### src/rtl/fetch_stage.sv
// ============================================================================
// fetch_stage
//
// Instruction-fetch stage of the LEGv8 pipeline. It holds the program counter
// and presents it as a byte address to a combinational instruction memory.
// The returned word is captured into the IF/ID pipeline register on the next
// rising edge. The stage handles stall, flush and taken-branch redirect. It
// halts (fetch_fault) when the PC leaves the populated memory range or is
// misaligned. A branch to a fetchable address recovers from the halt.
//
// Ports:
//   clk               rising-edge clock
//   reset             asynchronous, active-high reset (priority over all)
//   stall             hold PC and IF/ID contents
//   flush             squash IF/ID contents (bubble)
//   branch_taken      redirect request
//   branch_target     redirect byte address
//   imem_adr          byte address to instruction memory (= pc)
//   imem_instruction  combinational read data from instruction memory
//   if_id_pc          PC of the captured instruction
//   if_id_instruction captured instruction word
//   if_id_valid       captured instruction is real (not a bubble)
//   fetch_fault       set while halted
//   fetched_count     valid instructions captured, saturating
// ============================================================================
module fetch_stage #(
    parameter logic [63:0] RESET_PC   = 64'h0,
    parameter int          IMEM_BYTES = 64
) (
    input  logic        clk,
    input  logic        reset,
    input  logic        stall,
    input  logic        flush,
    input  logic        branch_taken,
    input  logic [63:0] branch_target,
    output logic [63:0] imem_adr,
    input  logic [31:0] imem_instruction,
    output logic [63:0] if_id_pc,
    output logic [31:0] if_id_instruction,
    output logic        if_id_valid,
    output logic        fetch_fault,
    output logic [31:0] fetched_count
);

    // Highest byte address that still holds a whole instruction.
    localparam logic [63:0] LAST_ADR = 64'(IMEM_BYTES - 4);

    typedef enum logic {
        RUN  = 1'b0,
        HALT = 1'b1
    } state_t;

    state_t      state_reg;
    logic [63:0] pc_reg;

    // Full 64-bit unsigned compare: a pc that wrapped past 2^64 lands far
    // above LAST_ADR (or back at a legal low address) and is judged as such.
    function automatic logic fetchable(input logic [63:0] adr);
        return (adr[1:0] == 2'b00) && (adr <= LAST_ADR);
    endfunction

    logic        pc_in_range;
    logic [63:0] pc_plus4;

    assign pc_in_range = fetchable(pc_reg);
    assign pc_plus4    = pc_reg + 64'd4;
    assign imem_adr    = pc_reg;

    always_ff @(posedge clk or posedge reset) begin
        if (reset) begin
            state_reg         <= RUN;
            pc_reg            <= RESET_PC;
            if_id_pc          <= 64'h0;
            if_id_instruction <= 32'h0;
            if_id_valid       <= 1'b0;
            fetch_fault       <= 1'b0;
            fetched_count     <= 32'h0;
        end else begin
            case (state_reg)
                RUN: begin
                    if (branch_taken) begin
                        // Redirect wins over stall and flush.
                        pc_reg            <= branch_target;
                        if_id_pc          <= 64'h0;
                        if_id_instruction <= 32'h0;
                        if_id_valid       <= 1'b0;
                    end else if (flush) begin
                        if (!stall) begin
                            pc_reg <= pc_plus4;
                        end
                        if_id_pc          <= 64'h0;
                        if_id_instruction <= 32'h0;
                        if_id_valid       <= 1'b0;
                    end else if (stall) begin
                        // Everything holds.
                    end else if (pc_in_range) begin
                        if_id_pc          <= pc_reg;
                        if_id_instruction <= imem_instruction;
                        if_id_valid       <= 1'b1;
                        pc_reg            <= pc_plus4;
                        if (fetched_count != 32'hFFFF_FFFF) begin
                            fetched_count <= fetched_count + 32'd1;
                        end
                    end else begin
                        // PC left the populated range: park here with pc held
                        // so the faulting address stays visible on imem_adr.
                        state_reg         <= HALT;
                        fetch_fault       <= 1'b1;
                        if_id_pc          <= 64'h0;
                        if_id_instruction <= 32'h0;
                        if_id_valid       <= 1'b0;
                    end
                end

                HALT: begin
                    // Stall and flush have no effect while halted.
                    if_id_pc          <= 64'h0;
                    if_id_instruction <= 32'h0;
                    if_id_valid       <= 1'b0;
                    if (branch_taken) begin
                        pc_reg <= branch_target;
                        if (fetchable(branch_target)) begin
                            state_reg   <= RUN;
                            fetch_fault <= 1'b0;
                        end
                    end
                end

                default: begin
                    state_reg <= HALT;
                end
            endcase
        end
    end

endmodule

### config.mk
export PLATFORM = sky130hd
export DESIGN_NAME = fetch_stage
export DESIGN_NICKNAME = d
export VERILOG_FILES = /design/src/rtl/fetch_stage.sv
export SDC_FILE = /design/constraint.sdc
export NUM_CORES = 1
export LEC_CHECK = 0
export CAP_MARGIN = 20
export CORE_ASPECT_RATIO = 1.1
export CORE_MARGIN = 5
export CORE_UTILIZATION = 30
export CTS_CLUSTER_DIAMETER = 200
export DETAILED_ROUTE_END_ITERATION = 7
export PLACE_DENSITY = 0.55
export SYNTH_ARGS = -nofsm -noshare
export SYNTH_HDL_FRONTEND = slang
export SYNTH_SLANG_ARGS = --single-unit
### constraint.sdc
create_clock -name clk -period 6.7 [get_ports clk]
set_input_delay 0.67 -clock clk [delete_from_list [all_inputs] [get_ports clk]]
set_output_delay 0.67 -clock clk [all_outputs]
set_load 0.01 [all_outputs]
==> impl_summary.log, run 1 <==
INFO  metric worstReg2RegStart = imem_adr[28]
INFO  metric area_delta_synth_final = 42.96%
INFO  metric path_clk_slew = 90 ps
INFO  metric post_synth_main_area_contributors = sky130_fd_sc_hd__dfrtp_1 (53%), sky130_fd_sc_hd__and2_1 (4.5%), sky130_fd_sc_hd__a22o_1 (3.6%)
INFO  metric yosys-mux-area-fraction = 0.1219%
INFO  metric clkLatencyLatePin = 450 ps
INFO  metric die_extent_in_y = 194.1 um
INFO  metric path_max_fanout = 26
INFO  metric tritoncts = yes
INFO  metric pwr_density_cell = 199.2 nW/um^2
INFO  metric via_count = 8,705
INFO  metric wire_per_inst = 20.91 um
INFO  metric cell_depth_of_the_worst_flop_to_flop_path = 6
INFO  metric drt_pass1_iterations = 6
INFO  metric clock_group_share_of_total_power = 39.9%
INFO  metric post_synth_fa_ha_maj_area_fraction = 0.5417%
INFO  metric reg2reg_setup_slack = 3220 ps
INFO  metric grt_pass1_wl = 51,690 um
INFO  metric run_status = completed
INFO  metric drt-total-wl = 33,640 um
INFO  metric setup_total_negative_slack = 0 ps
INFO  metric fin_crit_sh = 51.94%
INFO  metric timing_hold_violations_final = 0
INFO  metric grt_util_all_layers = 19.13%
INFO  metric remaining_global_route_overflow = 0
INFO  metric first_global_vias = 8,478
INFO  metric ctsHtreeMaxLevel = 4
INFO  metric ys_async_sr_fraction = 100.0%
INFO  metric antenna-diode-count = 0
INFO  metric clock-skew-final = 15.70 ps
INFO  metric post_synth_xor_area_fraction = 2.939%
INFO  metric internal_power = 1.872 mW
INFO  metric grt_max_degree = 134
INFO  metric relSlewSlack = 23.24%
INFO  metric slowest_stage_delay_on_critical_path = 710 ps
INFO  metric terminating_pin_of_the_worst_hold_path = if_id_pc[19]
INFO  metric mapped_cell_area = 9239 sq um
INFO  metric min_from = if_id_pc[19]
INFO  metric clock-root-buffer = sky130_fd_sc_hd__clkbuf_16
INFO  metric part_of_the_yosys_area_used_for_sequential_elements = 52.82%
INFO  metric placement_rows = 67
INFO  metric postSynthNetCount = 1,016
INFO  metric timing_max_transition_violations_final = 0
INFO  metric yosys.cell_types.count = 59
INFO  metric number_of_nets_in_the_layout = 1,287
INFO  metric synth_compound_gate_area_share = 15.86%
INFO  metric post_dr_vias_cell = 5.410
INFO  metric routability_congestion_estimate_from_global_placement = 0.8343
INFO  metric synthesis.area_per_instance = 10.14 sq um
INFO  metric final_util = 43.40%
INFO  metric seq_power_share = 48.8%
INFO  metric drcViolationCount = 0
INFO  metric die_area = 34,410 sq um
INFO  metric final.min_clock_period = 3480 ps
INFO  metric timing.final.setup_violations = 0
INFO  metric startpoint = imem_adr[28]
INFO  metric top_level_ports = 295
INFO  metric cts_resized = 0
INFO  metric die_width = 177.3 um
INFO  metric synth_largest_type_area_fraction = 52.82%
INFO  metric yosysTopAreaCell = sky130_fd_sc_hd__dfrtp_1
INFO  metric hold-path-cell-count = 1
INFO  metric vdd_drop_max = 132.8 uV
INFO  metric core_area = 30,430 sq um
INFO  metric power_switching = 0.7596 mW
INFO  metric layout_cell_share_with_drive_strength_beyond_1 = 5.188%
INFO  metric floorplan.initialDensity = 30.36%
INFO  metric drt-initial-drc-count = 668
INFO  metric cts_hold_buf = 0
INFO  metric worstMarginPinSlew = 1151 ps
INFO  metric setup.worst_path.class = flop to flop
INFO  metric post-place-cells = 1,577
INFO  metric rr_endpoint = imem_adr[61]
INFO  metric synth_top_family_by_area = simple AND/OR/NAND/NOR gates
INFO  metric final_antenna_net_count = 0
INFO  metric most_numerous_cell_types_in_the_synthesized_netlist = sky130_fd_sc_hd__dfrtp_1 (195), sky130_fd_sc_hd__nand2_1 (71), sky130_fd_sc_hd__and2_1 (67)
INFO  metric cts_buffer_depth = 2
INFO  metric cts_post_setup_buffers_inserted = 0
INFO  metric number_of_antenna_violations_at_the_first_check_in_global_routing = 2
INFO  metric critPathCaptureType = flop
INFO  metric unrepaired_setup_endpoints_after_global_routing = false
INFO  metric timing.critical_path.cells = nor4_1 -> and4b_1 -> a41o_1 -> nand2_1 -> or4b_1 -> a32o_1
INFO  metric synth.ff_latch_count = 195
INFO  metric clock.fmax = 287.4 MHz
INFO  metric p_leak = 5.417 nW
INFO  metric cts_sinks = 195
INFO  metric crit_path_start_kind = flop
INFO  metric timing.critical_path.required = 7040 ps
INFO  metric predominant_post_synthesis_flop_cell = sky130_fd_sc_hd__dfrtp_1
INFO  metric timing.max_cap.violations = 0
INFO  metric p_comb_share = 11.4%
INFO  metric synthCells = 911
INFO  metric synth-edff-count = 0
INFO  metric synth-simple-area-share = 24.88%
INFO  metric synthMostInstantiatedCell = sky130_fd_sc_hd__dfrtp_1
INFO  metric final-instance-count-excl-fill = 1,609
INFO  metric place.port_buffers = 294
INFO  metric power.switching_fraction = 28.87%
INFO  metric cts-buffers-inserted = 17
INFO  metric post-dp-hpwl = 23,890 um
INFO  metric cell_at_the_slowest_stage_of_the_critical_path = sky130_fd_sc_hd__or4b_1
INFO  metric hp-class = flop to flop
INFO  metric synthesis.yosys.warnings = 0
INFO  metric crit_arrival = 3820 ps
==> kinds of logic after synthesis <==
kind of cell    Yosys count
buf+inv                  67
mux                       1
compound gates          207
flops                   195
xor+xnor                 31
simple gates            406
fa+ha+maj                 4
==> per-layer routing <==
| metal | wire length, um | vias up | GRT usage (%) |
|---|---|---|---|
| li1 | - | 3991 | - |
| met1 | 14510 | 4313 | 26.15 |
| met2 | 15570 | 365 | 29.83 |
| met3 | 3002 | 32 | 5.519 |
| met4 | 522 | 4 | 5.158 |
| met5 | 26 | - | 0 |
==> cell usage in the layout, fill, tap and decap left out, types with 9 or more instances in the layout <==
master	count
sky130_fd_sc_hd__a21oi_1	40
sky130_fd_sc_hd__a22o_1	38
sky130_fd_sc_hd__and2_1	67
sky130_fd_sc_hd__and3_1	14
sky130_fd_sc_hd__and4_1	14
sky130_fd_sc_hd__buf_4	10
sky130_fd_sc_hd__clkbuf_16	17
sky130_fd_sc_hd__clkdlybuf4s50_1	294
sky130_fd_sc_hd__dfrtp_1	195
sky130_fd_sc_hd__inv_1	13
sky130_fd_sc_hd__nand2_1	69
sky130_fd_sc_hd__nand3_1	44
sky130_fd_sc_hd__nand4_1	28
sky130_fd_sc_hd__nor2_1	44
sky130_fd_sc_hd__nor3_1	41
sky130_fd_sc_hd__nor4_1	52
sky130_fd_sc_hd__o211ai_1	22
sky130_fd_sc_hd__o21ai_1	28
sky130_fd_sc_hd__o22ai_1	11
sky130_fd_sc_hd__o32a_1	9
sky130_fd_sc_hd__xor2_1	28
==> area by class of cell <==
type / instances / area, sq um
well taps: 414 / 518.0
multi-input cells: 649 / 4123
clock buffers: 17 / 425.4
flip-flops and latches: 195 / 4880
clock inverters: 15 / 180.2
fillers: 2967 / 17220
repair buffers: 304 / 3018
inverters: 15 / 63.81
==> per-stage QoR <==
step           area, sq um  hold slack (ps)  worst slack [ps]  power [mW]
5_1_grt              13210            500.0              3000       2.738
6_report             13210            483.2              3220       2.631
2_1_floorplan         9239            464.8             717.8       1.401
4_1_cts              13210            490.0              3215       2.665
3_3_place_gp         12600            461.1              2880       1.604
3_5_place_dp         12600            469.8              2833       1.606
==> power by group through the flow <==
stage / Sequential [mW] / Clock [mW] / Combinational [mW]
floorplan: 1.30 / 0 / 0.105
finish: 1.28 / 1.05 / 0.299
global route: 1.29 / 1.12 / 0.323
global placement: 1.30 / 0 / 0.301
detailed placement: 1.30 / 0 / 0.301
CTS: 1.28 / 1.08 / 0.302
==> how the worst max path moves through the flow <==
stage / endpoint / slack (ps)
5_1_grt: imem_adr[61] / 3000
4_1_cts: imem_adr[61] / 3210
2_1_floorplan: fetch_fault / 720
3_3_place_gp: fetched_count[22] / 2880
6_report: imem_adr[61] / 3220
3_5_place_dp: fetched_count[28] / 2830
==> worst max-delay path: cells and delay by family (launching register included) <==
kind / cells / cell delay [ps]
flip-flops: 1 / 440
AND/OR/NAND/NOR: 4 / 2280
AO/OA/AOI/OAI: 2 / 640
Note: power is estimated with default switching activity, not from simulation.
==> run 2, diff against run 1 <==
==> constraint.sdc (replaced) <==
create_clock -name clk -period 3.49 [get_ports clk]
set_input_delay 0.349 -clock clk [delete_from_list [all_inputs] [get_ports clk]]
set_output_delay 0.349 -clock clk [all_outputs]
set_load 0.01 [all_outputs]
==> impl_summary.log, run 2 (synthesized netlist as in run 1, its figures left out) <==
INFO  metric post_dr_vias_cell = 5.351
INFO  metric core_area = 30,430 sq um
INFO  metric run_status = completed
INFO  metric timing_hold_violations_final = 0
INFO  metric timing_max_transition_violations_final = 0
INFO  metric setup.worst_path.class = flop to flop
INFO  metric die_width = 177.3 um
INFO  metric unrepaired_setup_endpoints_after_global_routing = false
INFO  metric remaining_global_route_overflow = 0
INFO  metric clock.fmax = 365.8 MHz
INFO  metric mostFrequentLayoutCell = sky130_fd_sc_hd__clkdlybuf4s50_1
INFO  metric drt-total-wl = 33,750 um
INFO  metric crit_path_start_kind = flop
INFO  metric grt_pass1_wl = 52,270 um
INFO  metric worstPathBufferInverterCount = 0
INFO  metric routability_congestion_estimate_from_global_placement = 0.8574
INFO  metric via_count = 8,727
INFO  metric timing.final.setup_violations = 0
INFO  metric cell_at_the_slowest_stage_of_the_critical_path = sky130_fd_sc_hd__or4b_1
INFO  metric hp-class = input port to async pin
INFO  metric worstMarginPinSlew = 824.6 ps
INFO  metric p_comb_share = 12.0%
INFO  metric drt-initial-drc-count = 603
INFO  metric path_clk_slew = 80 ps
INFO  metric multiInputGateArea = 4113 sq um
INFO  metric p_leak = 5.519 nW
INFO  metric worst_path_dominant_cell_family = simple AND/OR/NAND/NOR gates
INFO  metric number_of_nets_in_the_layout = 1,309
INFO  metric fin_crit_sh = 78.34%
INFO  metric number_of_antenna_violations_at_the_first_check_in_global_routing = 3
INFO  metric final.min_clock_period = 2734 ps
INFO  metric ctsHtreeMaxLevel = 4
INFO  metric cts_resized = 0
INFO  metric drcViolationCount = 0
INFO  metric cts-buffers-inserted = 17
INFO  metric seq_power_share = 49.4%
INFO  metric finalInstanceArea = 13,390 sq um
INFO  metric die_area = 34,410 sq um
INFO  metric gr-usage-met3 = 5.012%
INFO  metric cts_hold_buf = 0
INFO  metric place.port_buffers = 294
INFO  metric global_route.peak_usage_layer = met2
INFO  metric internal_power = 3.580 mW
INFO  metric path_max_fanout = 12
INFO  metric timing.critical_path.required = 3820 ps
INFO  metric critPathCaptureType = flop
INFO  metric clock-root-buffer = sky130_fd_sc_hd__clkbuf_16
INFO  metric tritoncts = yes
INFO  metric relSlewSlack = 44.70%
INFO  metric area.sequential = 4880 sq um
INFO  metric first_global_vias = 8,569
INFO  metric cts_buffer_depth = 2
INFO  metric layout_cell_share_with_drive_strength_beyond_1 = 6.743%
INFO  metric met1_track_demand_over_resource = 26.33%
INFO  metric clock_group_share_of_total_power = 38.7%
INFO  metric clkLatencyLatePin = 440 ps
INFO  metric num-fill-cells = 2,944
INFO  metric cts_sinks = 195
INFO  metric wire_per_inst = 20.69 um
INFO  metric pwr_density_cell = 371.6 nW/um^2
INFO  metric crit_arrival = 3060 ps
INFO  metric grt_max_degree = 102
INFO  metric slowest_stage_delay_on_critical_path = 590 ps
INFO  metric layout_common_cells = sky130_fd_sc_hd__clkdlybuf4s50_1 (294), sky130_fd_sc_hd__dfrtp_1 (195), sky130_fd_sc_hd__nand2_1 (70)
INFO  metric drt_pass1_iterations = 5
INFO  metric cts_post_setup_buffers_inserted = 0
INFO  metric setup_total_negative_slack = 0 ps
INFO  metric area_delta_synth_final = 44.95%
INFO  metric timing.max_cap.violations = 0
INFO  metric timing.critical_path.cells = nor4_1 -> and4_1 -> a41o_1 -> nand2_1 -> or4b_1 -> a32o_1
INFO  metric power_switching = 1.396 mW
INFO  metric vdd_drop_max = 258.7 uV
INFO  metric placed_cell_area = 12,820 sq um
INFO  metric power.switching_fraction = 28.05%
INFO  metric clock-skew-final = 12.89 ps
INFO  metric floorplan.initialDensity = 30.36%
INFO  metric top_level_ports = 295
INFO  metric placement_rows = 67
INFO  metric post-dp-hpwl = 24,730 um
INFO  metric groute.layer.met2.usage = 29.64%
INFO  metric final_antenna_net_count = 0
INFO  metric grt_util_all_layers = 19.19%
INFO  metric die_extent_in_y = 194.1 um
run 2: cell types whose count changed in the layout (fill, tap and decap cells not counted), moves of 2 or more:
cell,before,now
sky130_fd_sc_hd__buf_4,10,27
sky130_fd_sc_hd__buf_12,0,5
sky130_fd_sc_hd__clkinvlp_4,0,4
sky130_fd_sc_hd__clkinv_8,5,3
sky130_fd_sc_hd__inv_6,3,1
run 2: path summary, 6_finish.rpt:
| check | from | end | slack, ps | cells after the start |
|---|---|---|---|---|
| setup / recovery | imem_adr[41] | imem_adr[61] | 760 | 6 |
| hold / removal | reset | fetched_count[15] | 440 | 3 |
| setup reg to reg | imem_adr[41] | imem_adr[61] | 760 | 6 |
| hold reg to reg | if_id_valid | if_id_valid | 480 | 1 |
| max in group asynchronous | reset | imem_adr[12] | 2590 | 3 |
| min in group clk | if_id_valid | if_id_valid | 480 | 1 |
run 2: power groups by stage:
stage	Clock, mW	Sequential [mW]	Combinational (mW)
floorplan	0	2.49	0.202
global placement	0	2.50	0.598
detailed placement	0	2.50	0.599
CTS	1.99	2.45	0.603
global route	2.08	2.47	0.645
finish	1.92	2.46	0.596
run 2: per-layer routing:
layer | routed length [um] | up-vias | part of all wire (%)
li1 | - | 4031 | -
met1 | 14870 | 4271 | 44
met2 | 15210 | 371 | 45
met3 | 2775 | 50 | 8.2
met4 | 875 | 4 | 2.6
met5 | 21 | - | 0.062
run 2: worst reg2reg max path, cell delays in order, from the launching register on:
cell,delay [ps]
sky130_fd_sc_hd__dfrtp_1,450
sky130_fd_sc_hd__nor4_1,530
sky130_fd_sc_hd__and4_1,330
sky130_fd_sc_hd__a41o_1,190
sky130_fd_sc_hd__nand2_1,260
sky130_fd_sc_hd__or4b_1,600
sky130_fd_sc_hd__a32o_1,270
run 2: layout make-up:
type | instances | share of cell area, %
flip-flops and latches | 195 | 36.44
multi-input cells | 649 | 30.71
repair buffers | 326 | 24.24
well taps | 414 | 3.868
clock buffers | 17 | 3.177
clock inverters | 14 | 1.102
inverters | 15 | 0.4485
diodes | 1 | 0.01869
run 2: per-stage QoR:
stage          hold slack, ps  cells  power, mW  setup WS (ps)  util (%)
6_report                440.3   1631      4.976          756.0     44.01
5_1_grt                 489.2   1631      5.197          458.0     44.01
4_1_cts                 471.1   1630      5.042          752.9     44.00
3_5_place_dp            469.8   1599      3.096          540.8     42.12
3_3_place_gp            459.0   1599      3.097          611.2     42.12
2_1_floorplan           460.0    911      2.689          622.6         -
==> run 3, diff against run 2 <==
--- a/config.mk
+++ b/config.mk
@@ -11,7 +11,7 @@
 export CORE_UTILIZATION = 30
 export CTS_CLUSTER_DIAMETER = 200
 export DETAILED_ROUTE_END_ITERATION = 7
-export PLACE_DENSITY = 0.55
+export PLACE_DENSITY = 0.57
 export SYNTH_ARGS = -nofsm -noshare
 export SYNTH_HDL_FRONTEND = slang
 export SYNTH_SLANG_ARGS = --single-unit
==> constraint.sdc (replaced) <==
create_clock -name clk -period 2.5 [get_ports clk]
set_input_delay 0.25 -clock clk [delete_from_list [all_inputs] [get_ports clk]]
set_output_delay 0.25 -clock clk [all_outputs]
set_load 0.01 [all_outputs]
==> impl_summary.log, run 3 (synthesized netlist as in run 1, its figures left out) <==
INFO  metric area_delta_synth_final = 58.04%
INFO  metric post-dp-hpwl = 25,780 um
INFO  metric pwr_density_cell = 501.9 nW/um^2
INFO  metric critPathCaptureType = flop
INFO  metric timing.final.setup_violations = 0
INFO  metric drcViolationCount = 0
INFO  metric grt_util_all_layers = 20.05%
INFO  metric cts_hold_buf = 0
INFO  metric cts-buffers-inserted = 17
INFO  metric place.port_buffers = 294
INFO  metric layout_cell_share_with_drive_strength_beyond_1 = 17.02%
INFO  metric cts_sinks = 195
INFO  metric top_level_ports = 295
INFO  metric post_dr_vias_cell = 5.292
INFO  metric die_extent_in_y = 194.1 um
INFO  metric wire_per_inst = 20.54 um
INFO  metric placement_rows = 67
INFO  metric crit_path_start_kind = flop
INFO  metric timing_hold_violations_final = 0
INFO  metric layout_common_cells = sky130_fd_sc_hd__clkdlybuf4s50_1 (294), sky130_fd_sc_hd__dfrtp_1 (193), sky130_fd_sc_hd__buf_4 (129)
INFO  metric first_global_vias = 9,081
INFO  metric die_width = 177.3 um
INFO  metric number_of_nets_in_the_layout = 1,420
INFO  metric remaining_global_route_overflow = 0
INFO  metric routability_congestion_estimate_from_global_placement = 0.8641
INFO  metric total_power = 7.329 mW
INFO  metric cts_buffer_depth = 2
INFO  metric number_of_antenna_violations_at_the_first_check_in_global_routing = 1
INFO  metric relSlewSlack = 61.93%
INFO  metric crit_arrival = 2860 ps
INFO  metric run_status = completed
INFO  metric setup.worst_path.class = flop to flop
INFO  metric vdd_drop_max = 458.9 uV
INFO  metric drt_pass1_iterations = 5
INFO  metric mostFrequentLayoutCell = sky130_fd_sc_hd__clkdlybuf4s50_1
INFO  metric cell_depth_of_the_worst_flop_to_flop_path = 9
INFO  metric drt-total-wl = 35,780 um
INFO  metric die_area = 34,410 sq um
INFO  metric unrepaired_setup_endpoints_after_global_routing = true
INFO  metric fin_crit_sh = 98.99%
INFO  metric tritoncts = yes
INFO  metric placed_cell_area = 13,630 sq um
INFO  metric worstMarginPinSlew = 571.0 ps
INFO  metric grt_pass1_wl = 54,550 um
INFO  metric path_max_fanout = 9
INFO  metric reg2reg_setup_slack = 30 ps
INFO  metric timing.max_cap.violations = 0
INFO  metric p_leak = 6.173 nW
INFO  metric final_antenna_net_count = 0
INFO  metric timing_max_transition_violations_final = 0
INFO  metric finalInstanceArea = 14,600 sq um
INFO  metric fin_hold_ws = 142.3 ps
INFO  metric via_count = 9,218
INFO  metric core_area = 30,430 sq um
INFO  metric antenna-diode-count = 0
INFO  metric final.min_clock_period = 2475 ps
INFO  metric clock.fmax = 404.1 MHz
INFO  metric clock-skew-final = 19.74 ps
INFO  metric floorplan.initialDensity = 30.36%
INFO  metric clock-root-buffer = sky130_fd_sc_hd__clkbuf_16
INFO  metric rr_endpoint = if_id_instruction[1]
INFO  metric grt_max_degree = 98
INFO  metric drt-initial-drc-count = 763
INFO  metric clkLatencyLatePin = 450 ps
INFO  metric timing.critical_path.required = 2890 ps
INFO  metric hp-class = input port to async pin
INFO  metric ctsHtreeMaxLevel = 4
INFO  metric path_clk_slew = 80 ps
INFO  metric worstReg2RegStart = imem_adr[55]
## run 3: changes by cell type in the layout (fill, tap and decap cells not counted), moves of 3 or more
cell | before | now
sky130_fd_sc_hd__nor3_1 | 41 | 30
sky130_fd_sc_hd__nor4_2 | 4 | 12
sky130_fd_sc_hd__nor3_2 | 0 | 10
sky130_fd_sc_hd__nor4_4 | 2 | 7
sky130_fd_sc_hd__buf_12 | 5 | 8
sky130_fd_sc_hd__clkbuf_16 | 17 | 20
sky130_fd_sc_hd__inv_12 | 0 | 3
sky130_fd_sc_hd__buf_4 | 27 | 129
sky130_fd_sc_hd__clkinvlp_4 | 4 | 1
sky130_fd_sc_hd__nor4_1 | 52 | 39
## run 3: through the flow
step | cells | setup TNS, ps | utilization (%) | setup slack [ps]
detailed placement | 1703 | -424.2 | 44.80 | -60.89
global placement | 1703 | -236.7 | 44.80 | -64.67
finish | 1742 | 0 | 47.98 | 25.22
global route | 1742 | -2011 | 47.98 | -75.52
floorplan | 911 | -52340 | - | -268.4
CTS | 1735 | 0 | 46.90 | 57.89
## run 3: worst max-delay path by stage
| stage | endpoint | cells after the start | startpoint |
|---|---|---|---|
| after floorplan | fetch_fault | 1 | reset |
| after global placement | fetched_count[10] | 9 | imem_adr[41] |
| after detailed placement | fetched_count[10] | 9 | imem_adr[41] |
| after CTS | fetched_count[21] | 9 | imem_adr[56] |
| after global routing | if_id_pc[2] | 9 | imem_adr[56] |
| final | if_id_instruction[1] | 9 | imem_adr[55] |
## run 3: layout make-up
class | instances | area [sq um]
sequential | 195 | 4882
clock buffer | 17 | 425.4
fill | 2851 | 15830
timing repair buffer | 437 | 4184
inverter | 15 | 60.06
multi-input combinational | 649 | 4335
clock inverter | 15 | 196.4
tap | 414 | 518.0
## run 3: metal layers
layer / routed length, um / up-vias / track usage, %
li1: - / 4246 / -
met1: 15810 / 4573 / 27.92
met2: 16440 / 354 / 30.59
met3: 2830 / 43 / 5.577
met4: 690 / 2 / 5.788
met5: 13 / - / 0
## run 3: worst max-delay path, cell delays in order (launching register included)
cell and delay [ps]:
sky130_fd_sc_hd__dfrtp_1 410, sky130_fd_sc_hd__nor4_2 280, sky130_fd_sc_hd__buf_4 160, sky130_fd_sc_hd__nand4_1 220
sky130_fd_sc_hd__buf_4 230, sky130_fd_sc_hd__nor4_4 230, sky130_fd_sc_hd__buf_4 150, sky130_fd_sc_hd__and4b_4 370
sky130_fd_sc_hd__clkbuf_16 210, sky130_fd_sc_hd__a22o_1 130
## run 3: power breakdown
group          internal (mW)  total [mW]  switching, mW
sequential              3.24        3.36          0.118
clock                   1.38        2.87           1.49
combinational          0.567        1.10          0.531
total                   5.19        7.33           2.14
## run 3: timing repair
| item | CTS | global route |
|---|---|---|
| setup buffers | 0 | 3 |
| pin swaps | 0 | 6 |
| resized for setup | 3 | 41 |
| endpoints found under the hold margin | 0 | 0 |
| gates cloned | 0 | 4 |
| setup endpoints to repair | 32 | 73 |
